<file path="src/rtl/regfile_wb_arbiter.sv">
// ---------------------------------------------------------------------------
// regfile_wb_arbiter
//
// Purpose:
//   Two writeback requesters share the single register-file write port.
//   Requester A (load/memory unit) has fixed priority. Requester B (ALU or
//   multi-cycle unit) has a starvation counter. When the counter saturates,
//   the next grant goes to B. The winning write is registered for one cycle
//   and then drives regWEn/rsW/data_W. Writes to x0 are accepted but never
//   enabled.
//
// Optional feature (macro REGFILE_ARB_BYPASS_EN):
//   Adds a forwarding mux for two read ports. It covers the cycle in which
//   the registered write has not yet landed in the register file.
//
// Ports:
//   clk, rst                 clock (rising edge), asynchronous active-high reset
//   a_valid/a_ready          requester A handshake
//   a_rd/a_data              requester A destination register and data
//   b_valid/b_ready          requester B handshake
//   b_rd/b_data              requester B destination register and data
//   hold                     freeze arbitration: no grants, counter frozen
//   regWEn/rsW/data_W        registered register-file write port
//   starve_cnt               current B wait count (observability)
//   [bypass] rs1, rs2        read addresses
//   [bypass] rf_data_1/2     register-file read data
//   [bypass] fwd_data_1/2    read data with forwarding applied
// ---------------------------------------------------------------------------
module regfile_wb_arbiter #(
  parameter int DATA_W     = 32,
  parameter int ADDR_W     = 5,
  parameter int STARVE_MAX = 3
) (
  input  logic              clk,
  input  logic              rst,
  input  logic              a_valid,
  output logic              a_ready,
  input  logic [ADDR_W-1:0] a_rd,
  input  logic [DATA_W-1:0] a_data,
  input  logic              b_valid,
  output logic              b_ready,
  input  logic [ADDR_W-1:0] b_rd,
  input  logic [DATA_W-1:0] b_data,
  input  logic              hold,
`ifdef REGFILE_ARB_BYPASS_EN
  input  logic [ADDR_W-1:0] rs1,
  input  logic [ADDR_W-1:0] rs2,
  input  logic [DATA_W-1:0] rf_data_1,
  input  logic [DATA_W-1:0] rf_data_2,
  output logic [DATA_W-1:0] fwd_data_1,
  output logic [DATA_W-1:0] fwd_data_2,
`endif
  output logic              regWEn,
  output logic [ADDR_W-1:0] rsW,
  output logic [DATA_W-1:0] data_W,
  output logic [1:0]        starve_cnt
);

  localparam logic [1:0] C_STARVE_MAX = 2'(STARVE_MAX);

  logic              r_wen;
  logic [ADDR_W-1:0] r_rd;
  logic [DATA_W-1:0] r_data;
  logic [1:0]        r_starve;

  logic              w_grant_a;
  logic              w_grant_b;
  logic              w_wen_next;

  // Fixed priority to A, except when B has waited long enough. In that case
  // B wins even if A is valid.
  always_comb begin
    w_grant_a = 1'b0;
    w_grant_b = 1'b0;
    if (!hold) begin
      if (b_valid && (r_starve == C_STARVE_MAX)) begin
        w_grant_b = 1'b1;
      end else if (a_valid) begin
        w_grant_a = 1'b1;
      end else if (b_valid) begin
        w_grant_b = 1'b1;
      end
    end
  end

  // A granted write to x0 is consumed but never reaches the register file.
  assign w_wen_next = (w_grant_a && (a_rd != '0)) || (w_grant_b && (b_rd != '0));

  always_ff @(posedge clk or posedge rst) begin
    if (rst) begin
      r_wen    <= 1'b0;
      r_rd     <= '0;
      r_data   <= '0;
      r_starve <= 2'd0;
    end else begin
      r_wen <= w_wen_next;
      // Address and data keep their previous values when nothing is granted.
      if (w_grant_a) begin
        r_rd   <= a_rd;
        r_data <= a_data;
      end else if (w_grant_b) begin
        r_rd   <= b_rd;
        r_data <= b_data;
      end
      if (!hold) begin
        if (w_grant_b || !b_valid) begin
          r_starve <= 2'd0;
        end else if (r_starve != C_STARVE_MAX) begin
          r_starve <= r_starve + 2'd1;
        end
      end
    end
  end

  assign a_ready    = w_grant_a;
  assign b_ready    = w_grant_b;
  assign regWEn     = r_wen;
  assign rsW        = r_rd;
  assign data_W     = r_data;
  assign starve_cnt = r_starve;

`ifdef REGFILE_ARB_BYPASS_EN
  // The register file only holds the pending write after this cycle ends.
  // Until then, the pending data is forwarded. x0 is never forwarded.
  assign fwd_data_1 = (r_wen && (r_rd == rs1) && (rs1 != '0)) ? r_data : rf_data_1;
  assign fwd_data_2 = (r_wen && (r_rd == rs2) && (rs2 != '0)) ? r_data : rf_data_2;
`endif

endmodule

</file>
<file path="config.mk">
export PLATFORM = sky130hd
export DESIGN_NAME = regfile_wb_arbiter
export DESIGN_NICKNAME = d
export VERILOG_FILES = /design/src/rtl/regfile_wb_arbiter.sv
export SDC_FILE = /design/constraint.sdc
export NUM_CORES = 1
export LEC_CHECK = 0
export CAP_MARGIN = 20
export CORE_MARGIN = 5
export CORE_UTILIZATION = 30
export DETAILED_ROUTE_END_ITERATION = 8
export PLACE_DENSITY = 0.76
export SLEW_MARGIN = 20
export SYNTH_ARGS = -nofsm -noshare
export SYNTH_HDL_FRONTEND = slang
export SYNTH_SLANG_ARGS = --single-unit
</file>
<file path="constraint.sdc">
create_clock -name clk -period 1.56 [get_ports clk]
set_input_delay 0.312 -clock clk [delete_from_list [all_inputs] [get_ports clk]]
set_output_delay 0.312 -clock clk [all_outputs]
set_load 0.01 [all_outputs]
</file>
After elaboration in Yosys (flattened, before gate mapping):

Cells that the tools add are included.

* word-level logic and storage cells: 32
* register bits: 40
* output and inout bits: 42
* bits of input ports: 79

* bitwise operators: 1
* equality and inequality tests: 2
* multiplexer cells: 13
* reduce and logical (&&, ||, !) cells: 11
* $add $sub $neg: 1

Operators by type and width (number)
* $mux 32: 2
* $mux 5: 2
* $reduce_bool 5->1: 2
* $mux 1: 7
* $mux 2: 2
* $reduce_bool 2->1: 2
* $logic_and 1x1->1: 3
* $add 2x1->2 const B: 1
* $eq 2x2->1 const B: 1
* $logic_or 1x1->1: 2
* $ne 2x2->1 const B: 1
* $reduce_and 2->1: 1
* $logic_not 1->1: 1
* $not 1->1: 1

Depth between registers and ports, before layout:

Gate-level depths: netlist of run 1.

* depth in word-level cells: 7
* mapped depth: 6
* depth with buffers taken out: 4

Worst setup path after synthesis of run 1:

No wires, ideal clock.

* kind: register to register
* start point: register r_starve[0], in the netlist starve_cnt[0]
* end point: register r_data[0], in the netlist data_W[0]
* required time: 1478 ps
* stages on the path, launching flop included: 7
* slack: -56 ps
* clock period less this slack: 1616 ps
* library setup time: 82 ps
* arrival: 1535 ps
* buffers on the path: 2
* path through: dfrtp_1 > ha_1 > and2_4 > buf_6 > buf_6 > or3b_1 > a31oi_1

* word-level cells in the longest chain between the ends: 5
* elaborated cells on any way between the ends: 8

Ends and longest elaborated chain
* start: declaration: line 64 `logic [1:0] r_starve;`
* start signal: assignment: line 109 `r_starve <= r_starve + 2'd1;`
* $eq 2x2->1 (*): line 76 `if (b_valid && (r_starve == C_STARVE_MAX)) begin`
* $logic_and 1x1->1 (*): line 76
* $mux 1: line 76
* $mux 1: line 75 `if (!hold) begin`
* $mux 32 or $reduce_bool 2->1 (tied branches)
* end signal: assignment: line 100 `r_data <= a_data;`
* end signal: assignment: line 103 `r_data <= b_data;`
* end: declaration: line 63 `logic [DATA_W-1:0] r_data;`

Mark *: on every way between the ends. The rest lies on a longest branch, timed or not.
A chain may end at the register's enable or synchronous reset.

Worst setup path in the final report of run 1:

* start point: input hold
* end point: output b_ready

* word-level cells in the longest chain between the ends: 1

Ends and longest elaborated chain
* start: declaration: line 44 `input logic hold,`
* $mux 1: line 75
* end: declaration: line 41 `output logic b_ready,`

Every way passes these cells.

==> reports/summary.json, run 1 <==
{
  "clock_power_share": 0.234,
  "number_of_flip_flops_and_latches_in_the_synthesized_netlist": 40,
  "hold_violations": 0,
  "post-route-period-util": 1.03,
  "slew_violations": 0,
  "netlist_area_pre_place_sq_mm": 0.00216,
  "cp_max_fo": 2,
  "routed_via_density": 4.87,
  "ys_seq_area_frac": 0.464,
  "cts_inserted_buffers": 5,
  "asyncSetResetFlopFracSynth": 1.00,
  "fin_crit_ps": 1610,
  "drive_above_1_share": 0.109,
  "final_critical_path_setup_slack_ps": -54.0,
  "p_switching_mw": 0.775,
  "total_negative_slack_for_setup_checks_ps": -393,
  "gp_congestion": 0.753,
  "fp.dieH_um": 94.8,
  "fp-row-count": 31,
  "syn_inst": 233,
  "post-synth-top-count-cell": "nor2_1",
  "hold_fix_buffers_cts": 0,
  "clock_skew_ps": 3.22,
  "crit_path_start_kind": "input port",
  "combinational_power_share": 0.326,
  "stdcell_area_sq_mm": 0.00375,
  "clk-insertion-delay-late_ps": 290,
  "synth_edf_count": 0,
  "first_global_vias": 2165,
  "antenna_left": 0,
  "swShare": 0.275,
  "synth-main-ff-cell": "dfrtp_1",
  "clkSlewWorstSetupHoldPaths_ps": 80,
  "synth.net_count": 313,
  "critical_path_required_ps": 1250,
  "synth_top_cell_area_share": 0.464,
  "place.detailed.instances": 444,
  "grt_setup_unrepaired": "yes",
  "run_status": "finished, violations left",
  "setup_viol": 19,
  "detail_route.wl_per_cell_um": 15.1,
  "leakage_nw": 1.51,
  "synthTopCellsByCount": "nor2_1 (41), dfrtp_1 (40), o21ai_0 (38), a31oi_1 (37), or3b_1 (37)",
  "yosys_warnings": 0,
  "fillCellCount": 675,
  "start_util": 0.302,
  "worst_setup_slack_before_clock_tree_synthesis_ps": -449,
  "postPlaceCellArea_sq_mm": 0.00350,
  "detail_route.wirelength_um": 6920,
  "critPathArrivalTime_ps": 1300,
  "clock_sinks": 40,
  "insertedDiodeCount": 0,
  "cts_max_path_buffers": 2,
  "first_pass_grt_wire_length_um": 10600,
  "core_area_sq_mm": 0.00714,
  "detail_route.iter0.violations": 52,
  "cts_root_buffer": "clkbuf_8",
  "pin_count_of_the_biggest_net_entering_global_routing": 41,
  "drt_first_pass_iters": 4,
  "layout.cells.non_filler": 458,
  "synth_area_leaders": "dfrtp_1 (46%), or3b_1 (15%), a31oi_1 (11%), o21ai_0 (8.8%), nor2_1 (7.1%)",
  "intPower_mw": 2.04,
  "ios": 121,
  "fp.dieArea_sq_mm": 0.00899,
  "synth_top_cell_by_area": "dfrtp_1",
  "highest_attainable_clock_frequency_ghz": 0.620,
  "sequentialPowerShare": 0.440,
  "vias": 2232,
  "clock_tree_from_tritoncts": "done",
  "worstMarginPinSlew_ps": 272,
  "die_x_um": 94.8,
  "min-delay-path-class": "in2async",
  "area_growth_syn_to_layout_pct": 73.6,
  "start_to_end_type_of_the_worst_setup_path": "in2out",
  "avgSynthCellArea_sq_um": 9.26,
  "report.power.total_mw": 2.82,
  "slew_headroom": 0.819,
  "port_buffers": 120,
  "cp-end-kind": "output pin",
  "dp.final_hpwl_um": 4780,
  "groute.usage.overall": 0.149,
  "grt_antenna_before_repair": 0,
  "cts_max_level": 2,
  "worst_ir_drop_vdd_uv": 280,
  "design.final.nets": 439,
  "violations": "negative setup slack",
  "power_density_mw_per_mm2": 753,
  "max_cap_violations": 0,
  "grt_overflow": 0,
  "yosys.cell_types.count": 20,
  "drc": 0
}
## logic make-up (layout without fill, tap and decap cells)
family | Yosys count | after routing | share of synthesized area
and+or+nand+nor | 89 | 89 | 0.253
AOI/OAI and AO/OA | 78 | 78 | 0.209
DFF | 40 | 40 | 0.464
buffers and inverters | 25 | 151 | 0.0690
adders and majority gates | 1 | 1 | 0.00580
## metal layers
metal,track usage,part of all wire,vias to the layer above
met5,0,0,-
met4,0.0397,0.0097,0
met3,0.0446,0.074,7
met2,0.258,0.51,80
met1,0.180,0.40,1048
li1,-,-,1097
## power by group through the flow
stage | Sequential, mW | Combinational [mW] | Clock (mW)
floorplan | 1.33 | 0.270 | 0
global placement | 1.26 | 0.890 | 0
detailed placement | 1.26 | 0.906 | 0
CTS | 1.24 | 0.932 | 0.681
global route | 1.26 | 0.998 | 0.726
finish | 1.24 | 0.920 | 0.659
## cell type report
type	instances	area, sq um	share of cell area
tap	99	124	0.0331
multi-input combinational	168	1030	0.275
timing repair buffer	143	1510	0.403
sequential	40	1000	0.267
clock buffer	6	72.6	0.0194
inverter	1	3.75	0.00100
clock inverter	1	5.00	0.00134
## final timing paths
check	from	endpoint	slack, ps	cells past startpoint
min in group clk	data_W[30]	data_W[30]	550	2
min	rst	data_W[5]	350	3
max reg2reg	starve_cnt[1]	data_W[8]	-50	6
max in group asynchronous	rst	data_W[26]	990	3
min reg2reg	data_W[30]	data_W[30]	550	2
max	hold	b_ready	-50	5
## stage by stage
step / hold WS, ps / util
global placement: 530 / 0.490
detailed placement: 540 / 0.490
global route: 368 / 0.525
finish: 353 / 0.525
floorplan: 433 / -
CTS: 364 / 0.515
## placed cells by master, fill, tap and decap left out, drive strengths merged
cell type      count
clkdlybuf4s15      1
clkdlybuf4s50    109
inv                1
dfrtp             40
ha                 1
and2b              1
and2               1
nor2b              1
a22o               1
nand2              4
or3b              37
a31oi             37
dlygate4sd2        1
o21ai             38
nor2              41
bufbuf             1
o21ba              1
dlymetal6s2s       7
nand2b             2
clkbuf             7
buf               23
clkinv             1
a32o               1
nor3               2
## critical path, cell delays in order
cell             delay [ps]
clkdlybuf4s50_1         440
buf_4                   150
nand2b_1                140
nor2_2                  120
buf_2                   140
## registers in the layout, indices dropped and copies added, names as in the netlist
signal      cells
regWEn          1
data_W         32
starve_cnt      2
rsW             5
## what timing repair did
item / CTS / global route
gates cloned: 2 / 1
pin swaps: 20 / 21
setup endpoints to repair: 38 / 46
gates resized for setup: 19 / 13
buffers inserted: 3 / 1
No activity file was read; power rests on OpenSTA's default activity.
==> run 2: changes to the inputs <==
--- a/config.mk
+++ b/config.mk
@@ -7,9 +7,10 @@
 export LEC_CHECK = 0
 export CAP_MARGIN = 20
 export CORE_MARGIN = 5
-export CORE_UTILIZATION = 30
+export CORE_UTILIZATION = 42
 export DETAILED_ROUTE_END_ITERATION = 8
-export PLACE_DENSITY = 0.76
+export PLACE_DENSITY = 0.95
+export RECOVER_POWER = 25
 export SLEW_MARGIN = 20
 export SYNTH_ARGS = -nofsm -noshare
 export SYNTH_HDL_FRONTEND = slang
==> constraint.sdc (replaced) <==
create_clock -name clk -period 1.9 [get_ports clk]
set_input_delay 0.38 -clock clk [delete_from_list [all_inputs] [get_ports clk]]
set_output_delay 0.38 -clock clk [all_outputs]
set_load 0.01 [all_outputs]
==> run 2 against run 1 <==
Net effect: the run now ends clean; clock power shrank 12%; setup slack gained 160 ps; largest power group unchanged; register-to-register slack gained 170 ps; power shrank 18%; first-iteration DRC count grew 63%; hold slack gained 190 ps; non-clock buffer count shrank 13; largest cell class unchanged.
==> reports/summary.json, run 2 (synthesis gave the netlist of run 1 again) <==
{
  "run_status": "completed",
  "core_area": {"value": 0.00504, "unit": "sq mm", "change": "-29%"},
  "hold_violations": {"value": 0, "change": "unchanged"},
  "final.hold.worst_slack": {"value": 546, "unit": "ps", "change": "+192 ps"},
  "first_pass_grt_wire_length": {"value": 9680, "unit": "um", "change": "-8.4%"},
  "detail_route.wl_per_cell": {"value": 15.2, "unit": "um", "change": "+0.39%"},
  "fp.dieH": {"value": 81.7, "unit": "um", "change": "-14%"},
  "area_growth_syn_to_layout_pct": 61.3,
  "grt_antenna_before_repair": {"value": 0, "change": "unchanged"},
  "report.power.total": {"value": 2.32, "unit": "mW", "change": "-18%"},
  "highest_attainable_clock_frequency_ghz": 0.559,
  "pin_count_of_the_biggest_net_entering_global_routing": {"value": 75, "change": "+83%"},
  "place.detailed.instances": {"value": 409, "change": "-7.9%"},
  "cp-end-kind": "output pin",
  "start_to_end_type_of_the_worst_setup_path": "in2out",
  "design.final.nets": {"value": 426, "change": "-3.0%"},
  "fp-row-count": {"value": 26, "change": "-16%"},
  "fin_crit_ps": 1790,
  "clkSlewWorstSetupHoldPaths": {"value": 70, "unit": "ps", "change": "about the same"},
  "layout_common_cells": "clkdlybuf4s50_1 (117), nor2_1 (41), dfrtp_1 (40)",
  "die_x": {"value": 81.7, "unit": "um", "change": "-14%"},
  "cts_max_level": {"value": 2, "change": "unchanged"},
  "worst_ir_drop_vdd": {"value": 441, "unit": "uV", "change": "+58%"},
  "slew_violations": {"value": 0, "change": "unchanged"},
  "groute.usage.overall": {"value": 0.188, "change": "+0.0389"},
  "cts_max_path_buffers": {"value": 2, "change": "unchanged"},
  "fp.dieArea": {"value": 0.00667, "unit": "sq mm", "change": "-26%"},
  "largest_register_ff_count": {"value": 32, "change": "unchanged"},
  "detail_route.iter0.violations": {"value": 85, "change": "+63%"},
  "post-route-period-util": 0.942,
  "vias": {"value": 2131, "change": "-4.5%"},
  "crit_path_start_kind": "input port",
  "drc": {"value": 0, "change": "unchanged"},
  "cts_root_buffer": "clkbuf_8",
  "clock_tree_from_tritoncts": "done",
  "insertedDiodeCount": {"value": 0, "change": "unchanged"},
  "slew_headroom": {"value": 0.593, "change": "-0.225"},
  "cp_max_fo": {"value": 3, "change": "+1"},
  "power_density": {"value": 667, "unit": "mW/mm^2", "change": "-11%"},
  "setup_viol": {"value": 0, "change": "-19"},
  "min-delay-path-class": "reg2reg",
  "drt_first_pass_iters": {"value": 4, "change": "unchanged"},
  "worstMarginPinSlew": {"value": 609, "unit": "ps", "change": "+337 ps"},
  "ctsResizeCount": {"value": 4, "change": "-15"},
  "max_cap_violations": {"value": 0, "change": "unchanged"},
  "leakage": {"value": 1.36, "unit": "nW", "change": "-10%"},
  "grt_setup_unrepaired": "no",
  "start_util": {"value": 0.428, "change": "+0.126"},
  "gp_congestion": {"value": 0.764, "change": "+1.4%"},
  "critPathArrivalTime": {"value": 1410, "unit": "ps", "change": "+110 ps"},
  "worst_setup_slack_before_clock_tree_synthesis": {"value": -285, "unit": "ps", "change": "+164 ps"},
  "post-cts-setup-buffers": {"value": 0, "change": "-3"},
  "hold_fix_buffers_cts": {"value": 0, "change": "unchanged"},
  "port_buffers": {"value": 120, "change": "unchanged"},
  "first_global_vias": {"value": 2093, "change": "-3.3%"},
  "final_critical_path_setup_slack": {"value": 111, "unit": "ps", "change": "+165 ps"},
  "critical_path_required": {"value": 1520, "unit": "ps", "change": "+270 ps"},
  "clock_skew": {"value": 2.61, "unit": "ps", "change": "-0.604 ps"},
  "mostFrequentLayoutCell": "clkdlybuf4s50_1",
  "clk-insertion-delay-late": {"value": 280, "unit": "ps", "change": "about the same"},
  "fillCellCount": {"value": 387, "change": "-43%"},
  "antenna_left": {"value": 0, "change": "unchanged"},
  "drive_above_1_share": {"value": 0.0663, "change": "-0.0424"},
  "dp.final_hpwl": {"value": 4750, "unit": "um", "change": "-0.61%"},
  "ios": {"value": 121, "change": "unchanged"},
  "detail_route.wirelength": {"value": 6330, "unit": "um", "change": "-8.6%"},
  "grt_overflow": {"value": 0, "change": "unchanged"},
  "cts_inserted_buffers": {"value": 5, "change": "unchanged"},
  "routed_via_density": {"value": 5.11, "change": "+4.9%"},
  "clock_sinks": {"value": 40, "change": "unchanged"},
  "layout.cells.non_filler": {"value": 417, "change": "-9.0%"}
}
-- run 2: cell count changes in the layout (fill, tap and decap cells not counted), moves of 2 or more --
cell             change
clkdlybuf4s50_1      +8
dlymetal6s2s_1       -7
buf_4                -6
buf_6                -4
buf_12               -2
clkbuf_2             +2
nor2_1               +2
nor2_2               -2
-- run 2: path summary, 6_finish.rpt --
check                               from             to  slack, ps  cells past startpoint
max in group asynchronous            rst     data_W[23]        290                      3
setup / recovery                 a_valid        b_ready        110                      4
setup reg to reg           starve_cnt[1]      data_W[7]        120                      5
hold / removal             starve_cnt[1]  starve_cnt[1]        550                      1
hold reg to reg            starve_cnt[1]  starve_cnt[1]        550                      1
min in group asynchronous            rst      data_W[4]        610                      2
-- run 2: area by class of cell --
type | instances | area (sq um) | share of cell area
timing repair buffer | 130 | 1290 | 0.370
multi-input combinational | 168 | 1010 | 0.290
inverter | 1 | 3.75 | 0.00108
clock buffer | 6 | 82.6 | 0.0237
sequential | 40 | 1000 | 0.287
tap | 70 | 87.6 | 0.0252
clock inverter | 2 | 10.0 | 0.00287
-- run 2: critical path, cell delays in order --
cell	delay, ps
clkdlybuf4s50_1	490
nor2b_1	180
nor2_1	170
clkbuf_2	180
-- run 2: per-layer routing --
metal  global-route usage  wire [um]
met1                0.211       2400
met2                0.346       3400
met3               0.0559        465
met4               0.0498         66
met5                    0          0
-- run 2: per-stage QoR --
| step | cell area, sq um | setup TNS (ps) | util |
|---|---|---|---|
| 4_1_cts | 3510 | 0 | 0.696 |
| 6_report | 3480 | 0 | 0.691 |
| 5_1_grt | 3480 | 0 | 0.691 |
| 3_3_place_gp | 3410 | -1080 | 0.677 |
| 3_5_place_dp | 3410 | -3880 | 0.677 |
| 2_1_floorplan | 2160 | 0 | - |
-- run 2: where the power goes --
| part | total [mW] | switching (mW) | internal, mW |
|---|---|---|---|
| Clock | 0.581 | 0.291 | 0.290 |
| Sequential | 1.02 | 0.0580 | 0.962 |
| Combinational | 0.721 | 0.278 | 0.443 |
==> run 3: changes to the inputs <==
--- a/config.mk
+++ b/config.mk
@@ -6,10 +6,12 @@
 export NUM_CORES = 1
 export LEC_CHECK = 0
 export CAP_MARGIN = 20
+export CELL_PAD_IN_SITES_DETAIL_PLACEMENT = 1
+export CELL_PAD_IN_SITES_GLOBAL_PLACEMENT = 1
 export CORE_MARGIN = 5
-export CORE_UTILIZATION = 42
+export CORE_UTILIZATION = 29
 export DETAILED_ROUTE_END_ITERATION = 8
-export PLACE_DENSITY = 0.95
+export PLACE_DENSITY = 0.93
 export RECOVER_POWER = 25
 export SLEW_MARGIN = 20
 export SYNTH_ARGS = -nofsm -noshare
==> run 3 against run 2 <==
Net effect: setup slack lost 49 ps; die area grew 39%; cell count grew 7.4%; combinational power grew 2%; core utilization shrank 20 points; register-to-register slack gained 20 ps; clock skew grew 7.8 ps; count of clock-buffer cells in the layout grew 1; global-route usage shrank 2.6 points; sequential power is essentially flat; sequential share of layout area shrank 0.78 points; critical path type unchanged.
==> reports/summary.json, run 3 (synthesis gave the netlist of run 1 again) <==
{
  "run_status": "completed",
  "port_buffers": {"value": 120, "change": "unchanged"},
  "clock_skew": {"value": 10.5, "unit": "ps", "change": "+7.84 ps"},
  "cts_root_buffer": "clkbuf_8",
  "dp.final_hpwl": {"value": 5670, "unit": "um", "change": "+19%"},
  "power_density": {"value": 706, "unit": "mW/mm^2", "change": "+5.8%"},
  "area_growth_syn_to_layout_pct": 65.9,
  "post-cts-setup-buffers": {"value": 0, "change": "unchanged"},
  "slew_headroom": {"value": 0.601, "change": "+0.00768"},
  "design.final.nets": {"value": 428, "change": "+0.47%"},
  "largest_register_ff_count": {"value": 32, "change": "unchanged"},
  "clock_power_share": {"value": 0.304, "change": "+0.054"},
  "clock_tree_from_tritoncts": "done",
  "layout_common_cells": "clkdlybuf4s50_1 (116), nor2_1 (40), dfrtp_1 (40)",
  "pin_count_of_the_biggest_net_entering_global_routing": {"value": 75, "change": "unchanged"},
  "antenna_left": {"value": 0, "change": "unchanged"},
  "cts_inserted_buffers": {"value": 5, "change": "unchanged"},
  "core_area": {"value": 0.00725, "unit": "sq mm", "change": "+44%"},
  "post-route-period-util": {"value": 0.967, "change": "+0.0257"},
  "cts_max_path_buffers": {"value": 2, "change": "unchanged"},
  "critPathArrivalTime": {"value": 1460, "unit": "ps", "change": "+50 ps"},
  "cp-end-kind": "output pin",
  "grt_setup_unrepaired": "no",
  "max_cap_violations": {"value": 0, "change": "unchanged"},
  "leakage": {"value": 1.38, "unit": "nW", "change": "+2.1%"},
  "hold_fix_buffers_cts": {"value": 0, "change": "unchanged"},
  "insertedDiodeCount": {"value": 0, "change": "unchanged"},
  "swShare": {"value": 0.259, "change": "-0.0111"},
  "mostFrequentLayoutCell": "clkdlybuf4s50_1",
  "combinational_power_share": {"value": 0.291, "change": "-0.020"},
  "ios": {"value": 121, "change": "unchanged"},
  "fp.dieH": {"value": 96.3, "unit": "um", "change": "+18%"},
  "clk-insertion-delay-late": {"value": 290, "unit": "ps", "change": "about the same"},
  "clkSlewWorstSetupHoldPaths": {"value": 80, "unit": "ps", "change": "about the same"},
  "min-delay-path-class": "reg2reg",
  "final_critical_path_setup_slack": {"value": 61.9, "unit": "ps", "change": "-48.9 ps"},
  "cts_max_level": {"value": 2, "change": "unchanged"},
  "worstMarginPinSlew": {"value": 598, "unit": "ps", "change": "-11.5 ps"},
  "critical_path_required": {"value": 1520, "unit": "ps", "change": "about the same"},
  "fp-row-count": {"value": 31, "change": "+19%"},
  "detail_route.iter0.violations": {"value": 43, "change": "-49%"},
  "drc": {"value": 0, "change": "unchanged"},
  "crit_path_start_kind": "input port",
  "grt_overflow": {"value": 0, "change": "unchanged"},
  "intPower": {"value": 1.87, "unit": "mW", "change": "+10%"},
  "total_negative_slack_for_setup_checks": {"value": 0, "unit": "ps", "change": "unchanged"},
  "drive_above_1_share": {"value": 0.0745, "change": "+0.00822"},
  "report.power.total": {"value": 2.53, "unit": "mW", "change": "+8.8%"},
  "detail_route.wl_per_cell": {"value": 16.3, "unit": "um", "change": "+7.7%"},
  "clock_sinks": {"value": 40, "change": "unchanged"},
  "die_x": {"value": 96.3, "unit": "um", "change": "+18%"},
  "routed_via_density": {"value": 4.89, "change": "-4.4%"},
  "fillCellCount": {"value": 857, "change": "+120%"},
  "hold_violations": {"value": 0, "change": "unchanged"},
  "slew_violations": {"value": 0, "change": "unchanged"},
  "drt_first_pass_iters": {"value": 4, "change": "unchanged"},
  "setup_viol": {"value": 0, "change": "unchanged"},
  "start_to_end_type_of_the_worst_setup_path": "in2out",
  "vias": {"value": 2189, "change": "+2.7%"},
  "ctsResizeCount": {"value": 7, "change": "+3"},
  "highest_attainable_clock_frequency": {"value": 0.544, "unit": "GHz", "change": "-2.7%"},
  "fin_crit": {"value": 1840, "unit": "ps", "change": "+48.9 ps"},
  "first_global_vias": {"value": 2473, "change": "+18%"},
  "gp_congestion": {"value": 0.694, "change": "-9.1%"},
  "cp_max_fo": {"value": 3, "change": "unchanged"},
  "worst_ir_drop_vdd": {"value": 284, "unit": "uV", "change": "-36%"},
  "worst_setup_slack_before_clock_tree_synthesis": {"value": -285, "unit": "ps", "change": "-0.383 ps"},
  "p_switching": {"value": 0.654, "unit": "mW", "change": "+4.3%"},
  "start_util": {"value": 0.298, "change": "-0.130"},
  "grt_antenna_before_repair": {"value": 0, "change": "unchanged"},
  "sequentialPowerShare": {"value": 0.405, "change": "-0.034"},
  "detail_route.wirelength": {"value": 7320, "unit": "um", "change": "+16%"},
  "groute.usage.overall": {"value": 0.162, "change": "-0.0263"},
  "first_pass_grt_wire_length": {"value": 11600, "unit": "um", "change": "+20%"},
  "fp.dieArea": {"value": 0.00927, "unit": "sq mm", "change": "+39%"}
}
[run 3: routing by layer]
layer  vias up  wire length (um)  global-route usage
met1      1022              2780               0.173
met2        85              3820               0.302
li1       1074                 -                   -
met3         8               596              0.0485
met4         0               127              0.0498
met5         -                 0                   0
[run 3: final timing paths]
check                               from         end  slack, ps  depth (start not counted)
max reg2reg                starve_cnt[0]      rsW[0]        140                          5
max in group asynchronous            rst  data_W[31]        300                          3
max                              b_valid     b_ready         60                          5
min                           data_W[25]  data_W[25]        550                          2
min reg2reg                   data_W[25]  data_W[25]        550                          2
min in group asynchronous            rst   data_W[5]        590                          2
[run 3: power by group through the flow]
stage	logic, mW	registers, mW	clock network (mW)
2_1_floorplan	0.222	1.09	0
3_3_place_gp	0.728	1.03	0
3_5_place_dp	0.753	1.04	0
4_1_cts	0.755	1.03	0.789
5_1_grt	0.806	1.04	0.823
6_report	0.736	1.02	0.768
[run 3: cell type report]
cell class | count | area [sq um] | area share
Timing Repair Buffer | 132 | 1310 | 0.366
Clock inverter | 1 | 30.0 | 0.00839
Sequential cell | 40 | 1000 | 0.280
Inverter | 1 | 3.75 | 0.00105
Tap cell | 99 | 124 | 0.0346
Clock buffer | 7 | 96.3 | 0.0269
Multi-Input combinational cell | 168 | 1010 | 0.283
[run 3: worst max-delay path, cell delays in order]
cell,delay (ps)
clkdlybuf4s50_1,490
buf_4,130
nand2b_1,50
nor2_1,140
clkdlybuf4s15_1,260
[run 3: through the flow]
stage	utilization	hold WS, ps	std cells	cell area (sq um)
after detailed placement	0.478	544	440	3470
after global placement	0.478	530	440	3470
after CTS	0.496	385	448	3600
final	0.494	552	448	3580
after floorplan	-	501	233	2160
after global routing	0.494	590	448	3580
